==> src/rtl/pipe_hazard_ctrl.sv <==
// pipe_hazard_ctrl: PC/IF-ID/ID-EX/EX-MEM stall and squash control for the 5-stage RV32I pipeline,
// with post-reset priming, data-memory wait timeout and saturating stall/flush counters.
module pipe_hazard_ctrl #(
   parameter int INIT_CYCLES = 2,
   parameter int MEM_TIMEOUT = 64
) (
   input  logic        clk,
   input  logic        rst,
   input  logic [4:0]  d_rs1,
   input  logic [4:0]  d_rs2,
   input  logic        d_use_rs1,
   input  logic        d_use_rs2,
   input  logic [4:0]  e_rd,
   input  logic        e_is_load,
   input  logic        e_jb_taken,
   input  logic        m_mem_req,
   input  logic        m_mem_ack,
   output logic        stall_pc,
   output logic        stall_d,
   output logic        d_valid,
   output logic        stall_e,
   output logic        stall_m,
   output logic        flush_e,
   output logic        mem_err,
   output logic [31:0] stall_cnt,
   output logic [31:0] flush_cnt
);
   typedef enum logic [1:0] {INIT, RUN, MEM_WAIT} state_t;
   state_t      state_q, state_d;
   logic [3:0]  init_cnt_q, init_cnt_d;
   logic [15:0] wait_cnt_q, wait_cnt_d;
   logic        mem_err_q, mem_err_d;
   logic [31:0] stall_cnt_q, stall_cnt_d, flush_cnt_q, flush_cnt_d;
   logic        freeze, load_use, timeout, rel;
   always_comb begin
      freeze   = m_mem_req & ~m_mem_ack;
      load_use = e_is_load & (e_rd != 5'd0) &
                 ((d_use_rs1 & (d_rs1 == e_rd)) | (d_use_rs2 & (d_rs2 == e_rd)));
      timeout  = (state_q == MEM_WAIT) & ~m_mem_ack & (wait_cnt_q == 16'(MEM_TIMEOUT));
      rel      = m_mem_ack | timeout;
      stall_pc = 1'b1;
      stall_d  = 1'b0;
      d_valid  = 1'b0;
      flush_e  = 1'b1;
      stall_e  = 1'b0;
      stall_m  = 1'b0;
      state_d    = state_q;
      init_cnt_d = init_cnt_q;
      wait_cnt_d = wait_cnt_q;
      mem_err_d  = timeout;
      case (state_q)
         INIT: begin
            init_cnt_d = init_cnt_q + 4'd1;
            state_d    = (init_cnt_q == 4'(INIT_CYCLES - 1)) ? RUN : INIT;
         end
         RUN: begin
            // Memory freeze outranks a branch, which outranks a load-use bubble.
            stall_pc   = freeze | (~e_jb_taken & load_use);
            stall_d    = stall_pc;
            stall_e    = freeze;
            stall_m    = freeze;
            flush_e    = ~freeze & (e_jb_taken | load_use);
            d_valid    = freeze | ~e_jb_taken;
            state_d    = freeze ? MEM_WAIT : RUN;
            wait_cnt_d = freeze ? 16'd1 : wait_cnt_q;
         end
         MEM_WAIT: begin
            stall_pc   = ~rel;
            stall_d    = ~rel;
            stall_e    = ~rel;
            stall_m    = ~rel;
            flush_e    = 1'b0;
            d_valid    = 1'b1;
            wait_cnt_d = wait_cnt_q + 16'd1;
            state_d    = rel ? RUN : MEM_WAIT;
         end
         default: state_d = INIT;
      endcase
      stall_cnt_d = (state_q != INIT && stall_pc && !(&stall_cnt_q)) ? stall_cnt_q + 32'd1 : stall_cnt_q;
      flush_cnt_d = (state_q == RUN && flush_e && !(&flush_cnt_q)) ? flush_cnt_q + 32'd1 : flush_cnt_q;
   end
   always_ff @(posedge clk or posedge rst) begin
      if (rst) begin
         state_q     <= INIT;
         init_cnt_q  <= '0;
         wait_cnt_q  <= '0;
         mem_err_q   <= 1'b0;
         stall_cnt_q <= '0;
         flush_cnt_q <= '0;
      end else begin
         state_q     <= state_d;
         init_cnt_q  <= init_cnt_d;
         wait_cnt_q  <= wait_cnt_d;
         mem_err_q   <= mem_err_d;
         stall_cnt_q <= stall_cnt_d;
         flush_cnt_q <= flush_cnt_d;
      end
   end
   assign mem_err   = mem_err_q;
   assign stall_cnt = stall_cnt_q;
   assign flush_cnt = flush_cnt_q;
endmodule

==> config.mk <==
export PLATFORM = sky130hd
export DESIGN_NAME = pipe_hazard_ctrl
export DESIGN_NICKNAME = d
export VERILOG_FILES = /design/src/rtl/pipe_hazard_ctrl.sv
export SDC_FILE = /design/constraint.sdc
export NUM_CORES = 1
export LEC_CHECK = 0
export CAP_MARGIN = 20
export CORE_MARGIN = 2
export CORE_UTILIZATION = 30
export CTS_BUF_LIST = sky130_fd_sc_hd__clkbuf_4
export DETAILED_ROUTE_END_ITERATION = 6
export PLACE_DENSITY_LB_ADDON = 0.15
export SYNTH_ARGS = -nofsm -noshare
export SYNTH_HDL_FRONTEND = slang
export SYNTH_SLANG_ARGS = --single-unit
==> constraint.sdc <==
create_clock -name clk -period 2.6 [get_ports clk]
set_clock_uncertainty 0.2 [all_clocks]
set_input_delay 0.39 -clock clk [delete_from_list [all_inputs] [get_ports clk]]
set_output_delay 0.39 -clock clk [all_outputs]
set_load 0.03 [all_outputs]
==> results of run 1 <==
## cell families after synthesis
kind of cell | count (synthesis)
xor+xnor | 87
buf+inv | 24
simple gates | 224
flops | 87
compound gates | 21
mux | 2
fa+ha+maj | 10
## area by class of cell
type	instances	area, um2
inverters	12	48.8
flip-flops and latches	87	2180
well taps	188	235
clock inverters	4	47.5
repair buffers	151	1400
clock buffers	11	82.6
diodes	2	5.00
fillers	1470	8700
multi-input cells	344	2390
## critical path, stage by stage, from the launching register on
cell,delay (ns)
dfrtp_1,0.40
inv_1,0.07
ha_1,0.14
nor3b_2,0.17
and4_4,0.27
o31ai_4,0.07
a311oi_4,0.22
buf_6,0.16
inv_2,0.05
buf_6,0.13
## what timing repair did
item,4_1_cts,5_1_grt
endpoints found under the setup margin,9,11
endpoints found under the hold margin,0,0
setup buffers,1,2
gates cloned,0,0
pin swaps,8,4
resized for setup,27,8
## state kept, by name, indices dropped and copies added, names as in the netlist
name        cells
wait_cnt_q     16
flush_cnt      32
mem_err         1
stall_cnt      32
state_q         2
init_cnt_q      4
## stage by stage
step / worst slack, ns / hold slack, ns / cell area (um2)
floorplan: 0.0637 / 0.239 / 4600
global placement: -0.688 / 0.254 / 6120
detailed placement: -0.693 / 0.265 / 6120
CTS: -0.216 / 0.180 / 6330
global route: -0.294 / 0.195 / 6390
finish: -0.112 / 0.197 / 6390
## layer usage
metal	GRT usage	routed length [um]	up-vias
li1	-	-	1901
met1	0.193	5580	1874
met2	0.240	5430	88
met3	0.0422	525	11
met4	0.0478	164	0
met5	0	0	-
## cell usage in the layout (no fill, tap or decap), types with 3 or more instances in the layout
master | netlist | routed
dfrtp_1 | 87 | 87
clkdlybuf4s50_1 | 0 | 83
xnor2_1 | 58 | 57
buf_4 | 2 | 55
nand2_1 | 46 | 46
nand3_1 | 34 | 34
nor2_1 | 31 | 31
xor2_1 | 29 | 29
nand4_1 | 22 | 22
and3_1 | 16 | 16
nor4_1 | 15 | 12
and4_1 | 12 | 11
clkbuf_4 | 0 | 11
inv_1 | 11 | 10
nor3_1 | 11 | 10
ha_1 | 10 | 9
buf_6 | 1 | 7
nor2b_1 | 7 | 6
or4_1 | 7 | 5
and2_1 | 5 | 4
a31oi_1 | 4 | 4
o21ai_0 | 4 | 4
a21oi_1 | 5 | 4
nor4_2 | 0 | 3
nor3b_1 | 4 | 3
nor4b_1 | 4 | 3
dlygate4sd2_1 | 0 | 3
## worst max path at each step
stage	endpoint	slack, ns	cells past startpoint
2_1_floorplan	stall_cnt[10]	0.06	7
3_3_place_gp	stall_pc	-0.69	7
3_5_place_dp	stall_pc	-0.69	7
4_1_cts	stall_pc	-0.22	7
5_1_grt	stall_pc	-0.29	9
6_report	stall_pc	-0.11	9
## power by group through the flow
stage / clock (mW) / combinational (mW) / sequential [mW]
global placement: 0 / 1.49 / 1.69
finish: 0.767 / 1.59 / 1.68
global route: 0.875 / 1.73 / 1.70
CTS: 0.817 / 1.55 / 1.68
detailed placement: 0 / 1.51 / 1.70
floorplan: 0 / 0.725 / 1.82
==> impl_metrics.yaml, run 1 <==
cts:
  holdBufCountCts: 0
  cts_buffer_depth: 2
  cts_num_sinks: 87
  cts_buffers: 9
  clk_latency_ns: 0.45
  clk_transition_reported_paths_ns: 0.13
  h-tree-depth: 3
  cts_tree: "built"
  cts_root_buf: "clkbuf_4"
critical_path:
  reg2regPathDepth: 10
  crit_start: "wait_cnt_q[1]"
  r2r-end: "stall_cnt[23]"
  r2r-start: "wait_cnt_q[0]"
  cp_max_fo: 3
  required_ns: 2.01
  regToRegSetupSlack_ns: 0.09
  end_kind: "output port"
  startpoint_type: "flop"
  arrival_ns: 2.12
  path_class: "reg2out"
detailed_routing:
  routed-via-count: 3874
  postRouteAntennaNets: 0
  postRouteWirelength_mm: 11.7
  drc: 0
  drtPass1Iterations: 4
  drt-initial-drc-count: 134
  wire_per_inst_um: 14.6
  via_per_inst: 4.85
timing:
  finalHoldViolCount: 0
  grt_setup_unrepaired: "yes"
  slew_headroom: 0.596
  worst_pin_slew_ns: 0.606
  fmax_mhz: 369
  setup_tns_ns: -0.349
  fin_ws_ns: -0.112
  finalSetupViolations: 4
  layout_min_cycle_time_ns: 2.71
  timing.final.crit_share: 1.04
  report.final.slew_viol_count: 0
status:
  violations: "negative setup slack"
  outcome: "finished, violations left"
power_and_ir_drop:
  internal_power_mw: 2.52
  ir_worst_vdd_v: 0.000611
  power_mw: 4.03
  sw_frac_of_total: 0.375
  combPwrFrac: 0.394
  p_sw_mw: 1.51
  clkPwrFrac: 0.190
  p_seq_frac: 0.416
  power_density_nw_per_um2: 631
  leakagePower_nw: 2.71
logic_synthesis:
  yosys-mux-area-fraction: 0.00490
  synth_area_leaders: "dfrtp_1 (47%), xnor2_1 (11%), xor2_1 (5.5%), nand2_1 (3.8%), nand3_1 (3.7%)"
  synth_edf_count: 0
  mappedNetlistNets: 488
  synth_compound_area_frac: 0.0362
  yosysSeqAreaShare: 0.474
  synth_top_area_frac: 0.474
  synth_cells: 455
  ys_warn_count: 0
  synth_most_common_cell: "dfrtp_1"
  synth_area_per_cell_um2: 10.1
  syn_area_um2: 4590
  synth-simple-area-share: 0.268
  synth_common_cells: "dfrtp_1 (87), xnor2_1 (58), nand2_1 (46)"
  synthXorXnorAreaFrac: 0.166
  synth_top_family_by_area: "simple AND/OR/NAND/NOR gates"
  synthAdderAreaFrac: 0.0272
  synthArstFlopShare: 1.00
  yosysUniqueCellTypes: 42
  synth_top_cell_by_area: "dfrtp_1"
  synth-seq-cells: 87
  synth_flop_cell: "dfrtp_1"
placed_design:
  hpwl_mm: 8.23
  dp.cells: 779
  place.gp.congestion: 0.796
  io_buffers: 93
global_route:
  grtUsageTotal: 0.149
  grt_pass1_vias: 3869
  grt_max_degree: 88
  grt_antenna_before_repair: 1
  overflow: 0
  grt_pass1_wl_mm: 19.4
floorplanning:
  core_um2: 15100
  dieArea_um2: 16300
  start_util: 0.304
  io_pins: 94
  num_rows: 45
  fp.dieH_um: 128
  die_x_um: 128
min_path:
  hp-class: "in2async"
run:
  drv_cap: 0
finish:
  finalNonFillerCells: 799
  nNetsFinal: 638
  layout-drive-gt1-share: 0.172
  finish.utilization: 0.423
  area_growth_pct: 39.2
No activity file was read; power rests on OpenSTA's default activity.
==> inputs of run 2 (changes only) <==
- CORE_ASPECT_RATIO: not set -> 0.7
- CORE_UTILIZATION: 30 -> 48
- SETUP_SLACK_MARGIN: not set -> 0.02
==> run 2 against run 1 <==
The run still ends with negative setup slack left. Clock power is essentially flat. Setup slack gained 0.046 ns. Critical path depth is the same. Register-to-register slack gained 0.05 ns. Final area shrank 0.29%.
==> impl_metrics.yaml, run 2 (synthesis results as in run 1) <==
status:
  outcome: "finished, violations left"
  violations: "negative setup slack"
critical_path:
  cpMostUsedCell: "buf_4"
  required_ns: 2.01
  path_class: "reg2out"
  crit_chain: "inv_2 -> ha_4 -> nor3b_4 -> and4_4 -> o31ai_4 -> buf_4 -> a31oi_1 -> nor2_1 -> buf_4"
  cp_max_fo: 3
  startpoint_type: "flop"
  path_delay_family: "simple AND/OR/NAND/NOR gates"
  slowest_delay_ns: 0.41
  end_kind: "output port"
  cp_slowest_cell: "dfrtp_1"
  critPathBufInv: 3
  arrival_ns: 2.08
timing:
  fin_ws_ns: -0.0662
  fmax_mhz: 375
  layout_min_cycle_time_ns: 2.67
  finalSetupViolations: 4
  worst_pin_slew_ns: 0.738
  setup_tns_ns: -0.134
  holdWs_ns: 0.108
  timing.final.crit_share: 1.03
  finalHoldViolCount: 0
  report.final.slew_viol_count: 0
  grt_setup_unrepaired: "yes"
  slew_headroom: 0.508
detailed_routing:
  drtPass1Iterations: 5
  postRouteWirelength_mm: 11.1
  postRouteAntennaNets: 0
  drt-initial-drc-count: 294
  routed-via-count: 3967
  drc: 0
  via_per_inst: 5.39
  wire_per_inst_um: 15.0
cts:
  holdBufCountCts: 0
  cts_root_buf: "clkbuf_4"
  cts_buffer_depth: 2
  clk_latency_ns: 0.45
  clk_transition_reported_paths_ns: 0.13
  h-tree-depth: 3
  cts_num_sinks: 87
  cts_tree: "built"
  cts_buffers: 9
global_route:
  grtUsageTotal: 0.220
  grt_busiest_layer: "met1"
  overflow: 0
  grt_max_degree: 51
  use_met2: 0.301
  grt_pass1_vias: 3644
  grt_antenna_before_repair: 0
  use_met3: 0.0652
  grt_util_met1: 0.342
  grt_pass1_wl_mm: 18.1
power_and_ir_drop:
  sw_frac_of_total: 0.372
  leakagePower_nw: 2.73
  p_seq_frac: 0.415
  internal_power_mw: 2.53
  ir_worst_vdd_v: 0.000673
  p_sw_mw: 1.49
  power_density_nw_per_um2: 631
  clkPwrFrac: 0.191
  power_mw: 4.02
  combPwrFrac: 0.395
floorplanning:
  num_rows: 29
  io_pins: 94
  fp.dieH_um: 85.8
  core_um2: 9180
  start_util: 0.500
  dieArea_um2: 10400
  die_x_um: 121
finish:
  final_common_cell: "dfrtp_1"
  nNetsFinal: 641
  layout-drive-gt1-share: 0.178
  area_growth_pct: 38.7
  layout_common_cells: "dfrtp_1 (87), clkdlybuf4s50_1 (83), xnor2_1 (57), buf_4 (57), nand2_1 (46)"
  finish.utilization: 0.694
  finalNonFillerCells: 736
  design_area_um2: 6370
  antennaDiodeCount: 0
placed_design:
  dpl_cell_area_um2: 6070
  hpwl_mm: 8.27
  place.gp.congestion: 0.818
  dp.cells: 715
  dpl_worst_slack_ns: -0.588
  io_buffers: 93
min_path:
  hp-class: "in2async"
run:
  drv_cap: 0
[run 2: power by group through the flow]
stage	combinational, mW	clock [mW]	sequential [mW]
detailed placement	1.46	0	1.69
global placement	1.42	0	1.68
global route	1.72	0.844	1.69
CTS	1.50	0.788	1.67
finish	1.59	0.766	1.67
floorplan	0.725	0	1.82
[run 2: final timing paths]
check                                 to     startpoint  depth (start not counted)  slack, ns
setup / recovery                 stall_d  wait_cnt_q[1]                          9      -0.07
hold / removal             flush_cnt[28]            rst                          2       0.11
setup reg to reg            stall_cnt[1]  wait_cnt_q[1]                          9       0.14
hold reg to reg            init_cnt_q[3]  init_cnt_q[3]                          1       0.29
max in group asynchronous   flush_cnt[7]            rst                          3       1.51
min in group clk           init_cnt_q[3]  init_cnt_q[3]                          1       0.29
[run 2: metal layers]
| layer | vias up | wire length [um] |
|---|---|---|
| li1 | 1912 | - |
| met2 | 137 | 4660 |
| met1 | 1909 | 5440 |
| met3 | 9 | 888 |
| met5 | - | 0 |
| met4 | 0 | 79 |
[run 2: final cells by class]
class / instances / area (um2)
Inverter: 12 / 48.8
Fill cell: 713 / 2810
Tap cell: 124 / 155
Multi-Input combinational cell: 344 / 2410
Sequential cell: 87 / 2180
Clock inverter: 5 / 60.1
Clock buffer: 10 / 75.1
Timing Repair Buffer: 154 / 1450
[run 2: what timing repair did]
item | CTS | global route
resized for setup | 26 | 12
setup endpoints to repair | 9 | 6
setup buffers | 2 | 4
pin swaps | 10 | 5
gates cloned | 0 | 0
